--- src/rtl/pipe_stage_skid_pkg.sv ---
// Shared constants and the occupancy state type for the skid pipeline stage.
// Included first; imported by the stage top.
package pipe_pkg;

  localparam int PC_W  = 32;
  localparam int EXC_W = 5;

  localparam logic [PC_W-1:0] HANDLER_PC_DEFAULT = 32'h0000_4180;

  // MIPS-style cause codes carried on the exception side-band.
  localparam logic [EXC_W-1:0] EXC_INT  = 5'd0;
  localparam logic [EXC_W-1:0] EXC_ADEL = 5'd4;
  localparam logic [EXC_W-1:0] EXC_ADES = 5'd5;
  localparam logic [EXC_W-1:0] EXC_SYS  = 5'd8;
  localparam logic [EXC_W-1:0] EXC_BP   = 5'd9;
  localparam logic [EXC_W-1:0] EXC_RI   = 5'd10;
  localparam logic [EXC_W-1:0] EXC_OV   = 5'd12;

  typedef enum logic [1:0] {
    EMPTY = 2'd0,
    FULL  = 2'd1,
    SKID  = 2'd2
  } occ_e;

endpackage

--- src/rtl/pipe_stage_skid_if.sv ---
// Handshake bundle between two CPU stages: upstream entry in, downstream entry out.
// slave = the pipeline stage, master = the surrounding logic.
interface pipe_stage_skid_if #(
  parameter int PAYLOAD_W = 160,
  parameter int PC_W      = pipe_pkg::PC_W,
  parameter int EXC_W     = pipe_pkg::EXC_W
);
  logic                 in_valid;
  logic                 in_ready;
  logic [PC_W-1:0]      in_pc;
  logic [PAYLOAD_W-1:0] in_payload;
  logic [EXC_W-1:0]     in_exc_code;
  logic                 in_bd;
  logic                 in_exc_ovdm;

  logic                 out_valid;
  logic                 out_ready;
  logic [PC_W-1:0]      out_pc;
  logic [PAYLOAD_W-1:0] out_payload;
  logic [EXC_W-1:0]     out_exc_code;
  logic                 out_bd;
  logic                 out_exc_ovdm;

  modport slave (
    input  in_valid, in_pc, in_payload, in_exc_code, in_bd, in_exc_ovdm, out_ready,
    output in_ready, out_valid, out_pc, out_payload, out_exc_code, out_bd, out_exc_ovdm
  );

  modport master (
    output in_valid, in_pc, in_payload, in_exc_code, in_bd, in_exc_ovdm, out_ready,
    input  in_ready, out_valid, out_pc, out_payload, out_exc_code, out_bd, out_exc_ovdm
  );
endinterface

--- src/rtl/pipe_stage_skid_slot.sv ---
// pipe_slot: one stored pipeline entry (pc, payload, exception side-band).
// clear zeroes the entry and stamps CLEAR_PC; load captures the inputs.
module pipe_slot #(
  parameter int              PAYLOAD_W = 160,
  parameter int              PC_W      = 32,
  parameter int              EXC_W     = 5,
  parameter logic [PC_W-1:0] CLEAR_PC  = '0
) (
  input  logic                 clk,
  input  logic                 rst_n,
  input  logic                 load_i,
  input  logic                 clear_i,
  input  logic [PC_W-1:0]      pc_i,
  input  logic [PAYLOAD_W-1:0] payload_i,
  input  logic [EXC_W-1:0]     exc_code_i,
  input  logic                 bd_i,
  input  logic                 ovdm_i,
  output logic [PC_W-1:0]      pc_o,
  output logic [PAYLOAD_W-1:0] payload_o,
  output logic [EXC_W-1:0]     exc_code_o,
  output logic                 bd_o,
  output logic                 ovdm_o
);

  logic [PC_W-1:0]      pc_q;
  logic [PAYLOAD_W-1:0] payload_q;
  logic [EXC_W-1:0]     exc_code_q;
  logic                 bd_q;
  logic                 ovdm_q;

  // NOTE: clear is tested before load so a flush wins over a same-cycle capture.
  always_ff @(posedge clk or negedge rst_n) begin
    if (!rst_n) begin
      pc_q       <= '0;
      payload_q  <= '0;
      exc_code_q <= '0;
      bd_q       <= 1'b0;
      ovdm_q     <= 1'b0;
    end else if (clear_i) begin
      pc_q       <= CLEAR_PC;
      payload_q  <= '0;
      exc_code_q <= '0;
      bd_q       <= 1'b0;
      ovdm_q     <= 1'b0;
    end else if (load_i) begin
      pc_q       <= pc_i;
      payload_q  <= payload_i;
      exc_code_q <= exc_code_i;
      bd_q       <= bd_i;
      ovdm_q     <= ovdm_i;
    end
  end

  assign pc_o       = pc_q;
  assign payload_o  = payload_q;
  assign exc_code_o = exc_code_q;
  assign bd_o       = bd_q;
  assign ovdm_o     = ovdm_q;

endmodule

--- src/rtl/pipe_stage_skid.sv ---
// Inter-stage pipeline register with valid/ready handshake and flush-to-handler bubble.
// PIPE_SKID_BUF_EN adds a second (skid) slot and a registered in_ready.
module pipe_stage_skid #(
  parameter int              PAYLOAD_W  = 160,
  parameter int              PC_W       = pipe_pkg::PC_W,
  parameter int              EXC_W      = pipe_pkg::EXC_W,
  parameter logic [PC_W-1:0] HANDLER_PC = pipe_pkg::HANDLER_PC_DEFAULT
) (
  input  logic             clk,
  input  logic             reset,
  input  logic             flush,
  pipe_stage_skid_if.slave bus
);
  import pipe_pkg::*;

  occ_e state_q, state_d;
  logic in_ready, out_valid, in_xfer, out_xfer;
  logic main_load, main_from_skid;

  logic [PC_W-1:0]      main_pc_d;
  logic [PAYLOAD_W-1:0] main_payload_d;
  logic [EXC_W-1:0]     main_exc_d;
  logic                 main_bd_d, main_ovdm_d;

  assign out_valid = (state_q != EMPTY);
  assign in_xfer   = bus.in_valid && in_ready;
  assign out_xfer  = out_valid && bus.out_ready;

`ifdef PIPE_SKID_BUF_EN
  logic                 skid_load;
  logic [PC_W-1:0]      skid_pc;
  logic [PAYLOAD_W-1:0] skid_payload;
  logic [EXC_W-1:0]     skid_exc;
  logic                 skid_bd, skid_ovdm;

  // NOTE: in_ready depends only on registered state (and reset), never on out_ready.
  assign in_ready = reset && (state_q != SKID);

  pipe_slot #(.PAYLOAD_W(PAYLOAD_W), .PC_W(PC_W), .EXC_W(EXC_W)) u_skid (
    .clk(clk), .rst_n(reset), .load_i(skid_load), .clear_i(flush),
    .pc_i(bus.in_pc), .payload_i(bus.in_payload), .exc_code_i(bus.in_exc_code),
    .bd_i(bus.in_bd), .ovdm_i(bus.in_exc_ovdm),
    .pc_o(skid_pc), .payload_o(skid_payload), .exc_code_o(skid_exc),
    .bd_o(skid_bd), .ovdm_o(skid_ovdm)
  );

  // MAIN refills from SKID when draining, otherwise from upstream.
  assign main_pc_d      = main_from_skid ? skid_pc      : bus.in_pc;
  assign main_payload_d = main_from_skid ? skid_payload : bus.in_payload;
  assign main_exc_d     = main_from_skid ? skid_exc     : bus.in_exc_code;
  assign main_bd_d      = main_from_skid ? skid_bd      : bus.in_bd;
  assign main_ovdm_d    = main_from_skid ? skid_ovdm    : bus.in_exc_ovdm;
`else
  assign in_ready       = reset && (!out_valid || bus.out_ready);
  assign main_pc_d      = bus.in_pc;
  assign main_payload_d = bus.in_payload;
  assign main_exc_d     = bus.in_exc_code;
  assign main_bd_d      = bus.in_bd;
  assign main_ovdm_d    = bus.in_exc_ovdm;
`endif

  // NOTE: every signal driven here gets a default first so no latch is inferred.
  always_comb begin
    state_d        = state_q;
    main_load      = 1'b0;
    main_from_skid = 1'b0;
`ifdef PIPE_SKID_BUF_EN
    skid_load      = 1'b0;
`endif
    if (flush) begin
      state_d = EMPTY;
    end else begin
      case (state_q)
        EMPTY: begin
          if (in_xfer) begin
            main_load = 1'b1;
            state_d   = FULL;
          end
        end
        FULL: begin
`ifdef PIPE_SKID_BUF_EN
          if (in_xfer && !out_xfer) begin
            skid_load = 1'b1;
            state_d   = SKID;
          end else
`endif
          if (in_xfer) begin
            main_load = 1'b1;
          end else if (out_xfer) begin
            state_d = EMPTY;
          end
        end
`ifdef PIPE_SKID_BUF_EN
        SKID: begin
          if (out_xfer) begin
            main_load      = 1'b1;
            main_from_skid = 1'b1;
            state_d        = FULL;
          end
        end
`endif
        default: state_d = EMPTY;
      endcase
    end
  end

  // NOTE: sequential state uses non-blocking assignment only.
  always_ff @(posedge clk or negedge reset) begin
    if (!reset) state_q <= EMPTY;
    else        state_q <= state_d;
  end

  pipe_slot #(
    .PAYLOAD_W(PAYLOAD_W), .PC_W(PC_W), .EXC_W(EXC_W), .CLEAR_PC(HANDLER_PC)
  ) u_main (
    .clk(clk), .rst_n(reset), .load_i(main_load), .clear_i(flush),
    .pc_i(main_pc_d), .payload_i(main_payload_d), .exc_code_i(main_exc_d),
    .bd_i(main_bd_d), .ovdm_i(main_ovdm_d),
    .pc_o(bus.out_pc), .payload_o(bus.out_payload), .exc_code_o(bus.out_exc_code),
    .bd_o(bus.out_bd), .ovdm_o(bus.out_exc_ovdm)
  );

  assign bus.in_ready  = in_ready;
  assign bus.out_valid = out_valid;

endmodule

--- src/flat_wrapper.sv ---
// flat-port wrapper written by rule: the top's interface ports become plain ports
module pipe_stage_skid_flat import pipe_pkg::*;
#(
  parameter int              PAYLOAD_W  = 160,
  parameter int              PC_W       = pipe_pkg::PC_W,
  parameter int              EXC_W      = pipe_pkg::EXC_W,
  parameter logic [PC_W-1:0] HANDLER_PC = pipe_pkg::HANDLER_PC_DEFAULT
)
  (clk, reset, flush, bus_in_valid, bus_in_pc, bus_in_payload, bus_in_exc_code, bus_in_bd, bus_in_exc_ovdm, bus_out_ready, bus_in_ready, bus_out_valid, bus_out_pc, bus_out_payload, bus_out_exc_code, bus_out_bd, bus_out_exc_ovdm);
  pipe_stage_skid_if #(.PAYLOAD_W(PAYLOAD_W), .PC_W(PC_W), .EXC_W(EXC_W)) bus_i ();
  input  logic clk;
  input  logic reset;
  input  logic flush;
  input wire logic [$bits(bus_i.in_valid)-1:0] bus_in_valid;
  input wire logic [$bits(bus_i.in_pc)-1:0] bus_in_pc;
  input wire logic [$bits(bus_i.in_payload)-1:0] bus_in_payload;
  input wire logic [$bits(bus_i.in_exc_code)-1:0] bus_in_exc_code;
  input wire logic [$bits(bus_i.in_bd)-1:0] bus_in_bd;
  input wire logic [$bits(bus_i.in_exc_ovdm)-1:0] bus_in_exc_ovdm;
  input wire logic [$bits(bus_i.out_ready)-1:0] bus_out_ready;
  output wire logic [$bits(bus_i.in_ready)-1:0] bus_in_ready;
  output wire logic [$bits(bus_i.out_valid)-1:0] bus_out_valid;
  output wire logic [$bits(bus_i.out_pc)-1:0] bus_out_pc;
  output wire logic [$bits(bus_i.out_payload)-1:0] bus_out_payload;
  output wire logic [$bits(bus_i.out_exc_code)-1:0] bus_out_exc_code;
  output wire logic [$bits(bus_i.out_bd)-1:0] bus_out_bd;
  output wire logic [$bits(bus_i.out_exc_ovdm)-1:0] bus_out_exc_ovdm;
  assign bus_i.in_valid = bus_in_valid;
  assign bus_i.in_pc = bus_in_pc;
  assign bus_i.in_payload = bus_in_payload;
  assign bus_i.in_exc_code = bus_in_exc_code;
  assign bus_i.in_bd = bus_in_bd;
  assign bus_i.in_exc_ovdm = bus_in_exc_ovdm;
  assign bus_i.out_ready = bus_out_ready;
  assign bus_in_ready = bus_i.in_ready;
  assign bus_out_valid = bus_i.out_valid;
  assign bus_out_pc = bus_i.out_pc;
  assign bus_out_payload = bus_i.out_payload;
  assign bus_out_exc_code = bus_i.out_exc_code;
  assign bus_out_bd = bus_i.out_bd;
  assign bus_out_exc_ovdm = bus_i.out_exc_ovdm;
  pipe_stage_skid #(.PAYLOAD_W(PAYLOAD_W), .PC_W(PC_W), .EXC_W(EXC_W), .HANDLER_PC(HANDLER_PC)) u_core (.clk(clk), .reset(reset), .flush(flush), .bus(bus_i));
endmodule
--- config.mk ---
export PLATFORM = sky130hd
export DESIGN_NAME = pipe_stage_skid_flat
export DESIGN_NICKNAME = d
export VERILOG_FILES = /design/src/rtl/pipe_stage_skid_pkg.sv /design/src/rtl/pipe_stage_skid_if.sv /design/src/rtl/pipe_stage_skid_slot.sv /design/src/rtl/pipe_stage_skid.sv /design/src/flat_wrapper.sv
export SDC_FILE = /design/constraint.sdc
export NUM_CORES = 1
export LEC_CHECK = 0
export CORE_AREA = 2 2 158 160
export CTS_CLUSTER_DIAMETER = 30
export CTS_CLUSTER_SIZE = 40
export DETAILED_ROUTE_END_ITERATION = 10
export DIE_AREA = 0 0 160 162
export PLACE_DENSITY_LB_ADDON = 0.3
export SLEW_MARGIN = 25
export SYNTH_ARGS = -nofsm -noshare
export SYNTH_HDL_FRONTEND = slang
export SYNTH_SLANG_ARGS = --single-unit
--- constraint.sdc ---
create_clock -name clk -period 1.7 [get_ports clk]
set_clock_uncertainty 0.2 [all_clocks]
set_input_delay 0.34 -clock clk [delete_from_list [all_inputs] [get_ports clk]]
set_output_delay 0.34 -clock clk [all_outputs]
set_load 0.02 [all_outputs]
==> summary.md <==
| Metric | Value |
|---|---|
| CTS tree | done |
| # diodes | 0 |
| Top achievable clock speed | 0.5856 GHz |
| Status | finished with violations |
| Top post-synthesis cells by count | 200 x dfrtp_1, 196 x a22o_1, 16 x buf_6 |
| CTS max path bufs | 2 |
| DRT Wirelength | 22510 um |
| Hold Fails Final Rpt | 54 |
| Share of the synthesized area in the top cell type | 69.72% |
| Setup TNS | -0.007604 ns |
| HPWL Detailed | 16390 um |
| Chip height | 162 um |
| Netlist cell types | 14 |
| Share of cells above drive strength 1 | 19.29% |
| Mapped cell area | 7178 um^2 |
| Initial antenna violation count | 0 |
| Setup ws final | -0.007604 ns |
| Synth async-reset ratio | 100.0% |
| Area grow syn2layout | 68.87% |
| CP peak stage delay | 0.42 ns |
| Total grt overflow | 0 |
| FF+latch count, synth | 200 |
| Via density | 4.711 |
| Sequential-to-total area share from yosys stat | 69.72% |
| Max_cap viols | 0 |
| Avg Cell Area, Syn | 15.92 um^2 |
| Period utilization | 100.4% |
| Row cnt | 57 |
| Starting DRT DRC Count | 328 |
| Setup-failing EPs final | 1 |
| Clk slew on worst S/H paths | 0.08 ns |
| Syn_nets | 655 |
| Slowest cell on crit path | dfrtp_1 |
| First-pass GRT wire length | 35060 um |
| Period minus WS final | 1.708 ns |
| Final hold slack | -0.01292 ns |
| Crit start category | flip-flop |
| Pwr Density | 891.8 nW/um^2 |
| CP Cell Sequence | nand2b_4, and2_4, buf_6 |
| CP required | 1.16 ns |
| Worst EP arrival | 1.17 ns |
| Core Region | 24110 um^2 |
| Lkg Pwr | 0.005774 uW |
| RSZ-0062 raised after global routing | yes |
| Worst Hold Class | in2async |
| I/O pin count | 405 |
| Failing checks | negative hold slack, negative setup slack |
| Die area | 25920 um^2 |
| Synth warn | 0 |
| Worst r2r src | u_core.state_q[0] |
| Pin count of the biggest net entering global routing | 140 |
| PortBufs | 404 |
| Top_reg_cell synth | dfrtp_1 |
| Starting density of the core | 29.78% |
| Clock sinks | 200 |
| Syn Inst Count | 451 |
| WS Path Type | reg2out |
| Remaining antenna violation count | 0 |
| Slew Viols, Final | 0 |
| Filler cells | 2209 |
| Crit. Startpoint | u_core.state_q[0] |
| GPL Wtd Cong | 0.7886 |
| Die Wd | 160 um |
| GRT Total Usage | 17.17% |
| CP Max Fanout | 2 |
| Num CTS Buffers | 17 |
| Clock latency on the worst-skew pair | 0.42 ns |
| EDFF count, synth | 0 |
| Synth area leader | dfrtp_1 |
| Pre-Repair DR Iteration Count | 4 |
| Max-slew headroom | 48.41% |
| CTS root buffer | clkbuf_16 |
| Post-Place Worst Slack | -0.4605 ns |
| H-tree levels | 4 |
| Worst slew pin tran | 0.7738 ns |
| Inst Count DP | 1186 |
| Worst setup EP type | output port |
| Via Count | 5752 |
| Fin cells | 1221 |
| WL per Instance | 18.43 um |
| Top-count cell post-synth | dfrtp_1 |
| # DRC | 0 |
| VDD IR max | 0.0005806 V |
| Vias in the first global route | 6109 |
| Area contributors post-synth | dfrtp_1 70%, a22o_1 24%, buf_6 2.5% |
| # nets final | 1088 |
stage by stage:
stage          cell area [um^2]  hold WS, ns  utilization (%)  total power [uW]
2_1_floorplan              7178      -0.1556                -              5853
3_3_place_gp              11870     -0.03553            49.24              7085
3_5_place_dp              11870     -0.03686            49.24              7101
4_1_cts                   12350     0.002534            51.21             10980
5_1_grt                   12120      0.02653            50.29             11310
6_report                  12120     -0.01292            50.29             10810
path summary, 6_finish.rpt:
check | slack [ns] | cells past startpoint | to
setup / recovery | -0.008 | 3 | bus_in_ready
hold / removal | -0.01 | 3 | u_core.u_main.payload_o[68]
setup reg to reg | 0 | 6 | u_core.u_main.payload_o[157]
hold reg to reg | 0.31 | 1 | u_core.u_main.payload_o[54]
max in group asynchronous | 0.73 | 3 | u_core.u_main.payload_o[3]
min in group clk | 0.30 | 2 | u_core.u_main.pc_o[14]
cell type report:
type / instances / area, um^2 / share of cell area (%)
timing repair buffer: 457 / 4305 / 35.52
multi-input combinational: 208 / 1827 / 15.07
tap: 324 / 405.4 / 3.344
clock buffer: 20 / 446.7 / 3.685
clock inverter: 12 / 132.6 / 1.094
sequential: 200 / 5005 / 41.29
timing repair:
action                                  4_1_cts  5_1_grt
endpoints found under the setup margin      205      309
hold endpoints to repair                     14        0
gates resized for setup                     316      179
cloned                                        0        1
hold buffers                                  1        0
pin swaps                                     1        4
setup buffers                                 1        1
per-layer routing:
layer / vias to the layer above / part of all wire [%] / routed length, um / global-route usage (%)
met1: 2863 / 42 / 9351 / 21.62
met2: 243 / 50 / 11260 / 28.87
met4: 0 / 1.4 / 321 / 4.955
met3: 19 / 7.0 / 1570 / 5.056
met5: - / 0 / 0 / 0
li1: 2627 / - / - / -
cell usage in the layout (no fill, tap or decap), types with 5 or more instances in the layout:
master	instances
clkbuf_2	78
clkdlybuf4s15_1	112
dfrtp_1	200
inv_6	5
a22o_1	196
clkbuf_16	18
buf_12	17
buf_6	5
clkdlybuf4s15_2	6
clkdlybuf4s50_1	202
buf_4	31
cell families after synthesis:
family	Yosys count	synth area share, %
buffers and inverters	43	4.915
DFF	200	69.72
AOI/OAI and AO/OA	202	24.68
and+or+nand+nor	6	0.6797
worst max-delay path: cells and delay by family (launching register included):
family,cells,cell delay (ns)
simple gates,2,0.22
flops,1,0.42
buf+inv,1,0.11
report_power, final:
part           switching, uW  internal (uW)
Sequential               126           4980
Clock                   1950           2010
Combinational            819            930
Total                   2900           7910
sequential cells by signal (all words and copies together) (netlist names):
register	flops
u_core.state_q	1
u_core.u_main.exc_code_o	5
u_core.u_main.pc_o	32
u_core.u_main.bd_o	1
u_core.u_main.ovdm_o	1
u_core.u_main.payload_o	160
(Power assumes the default switching activity.)
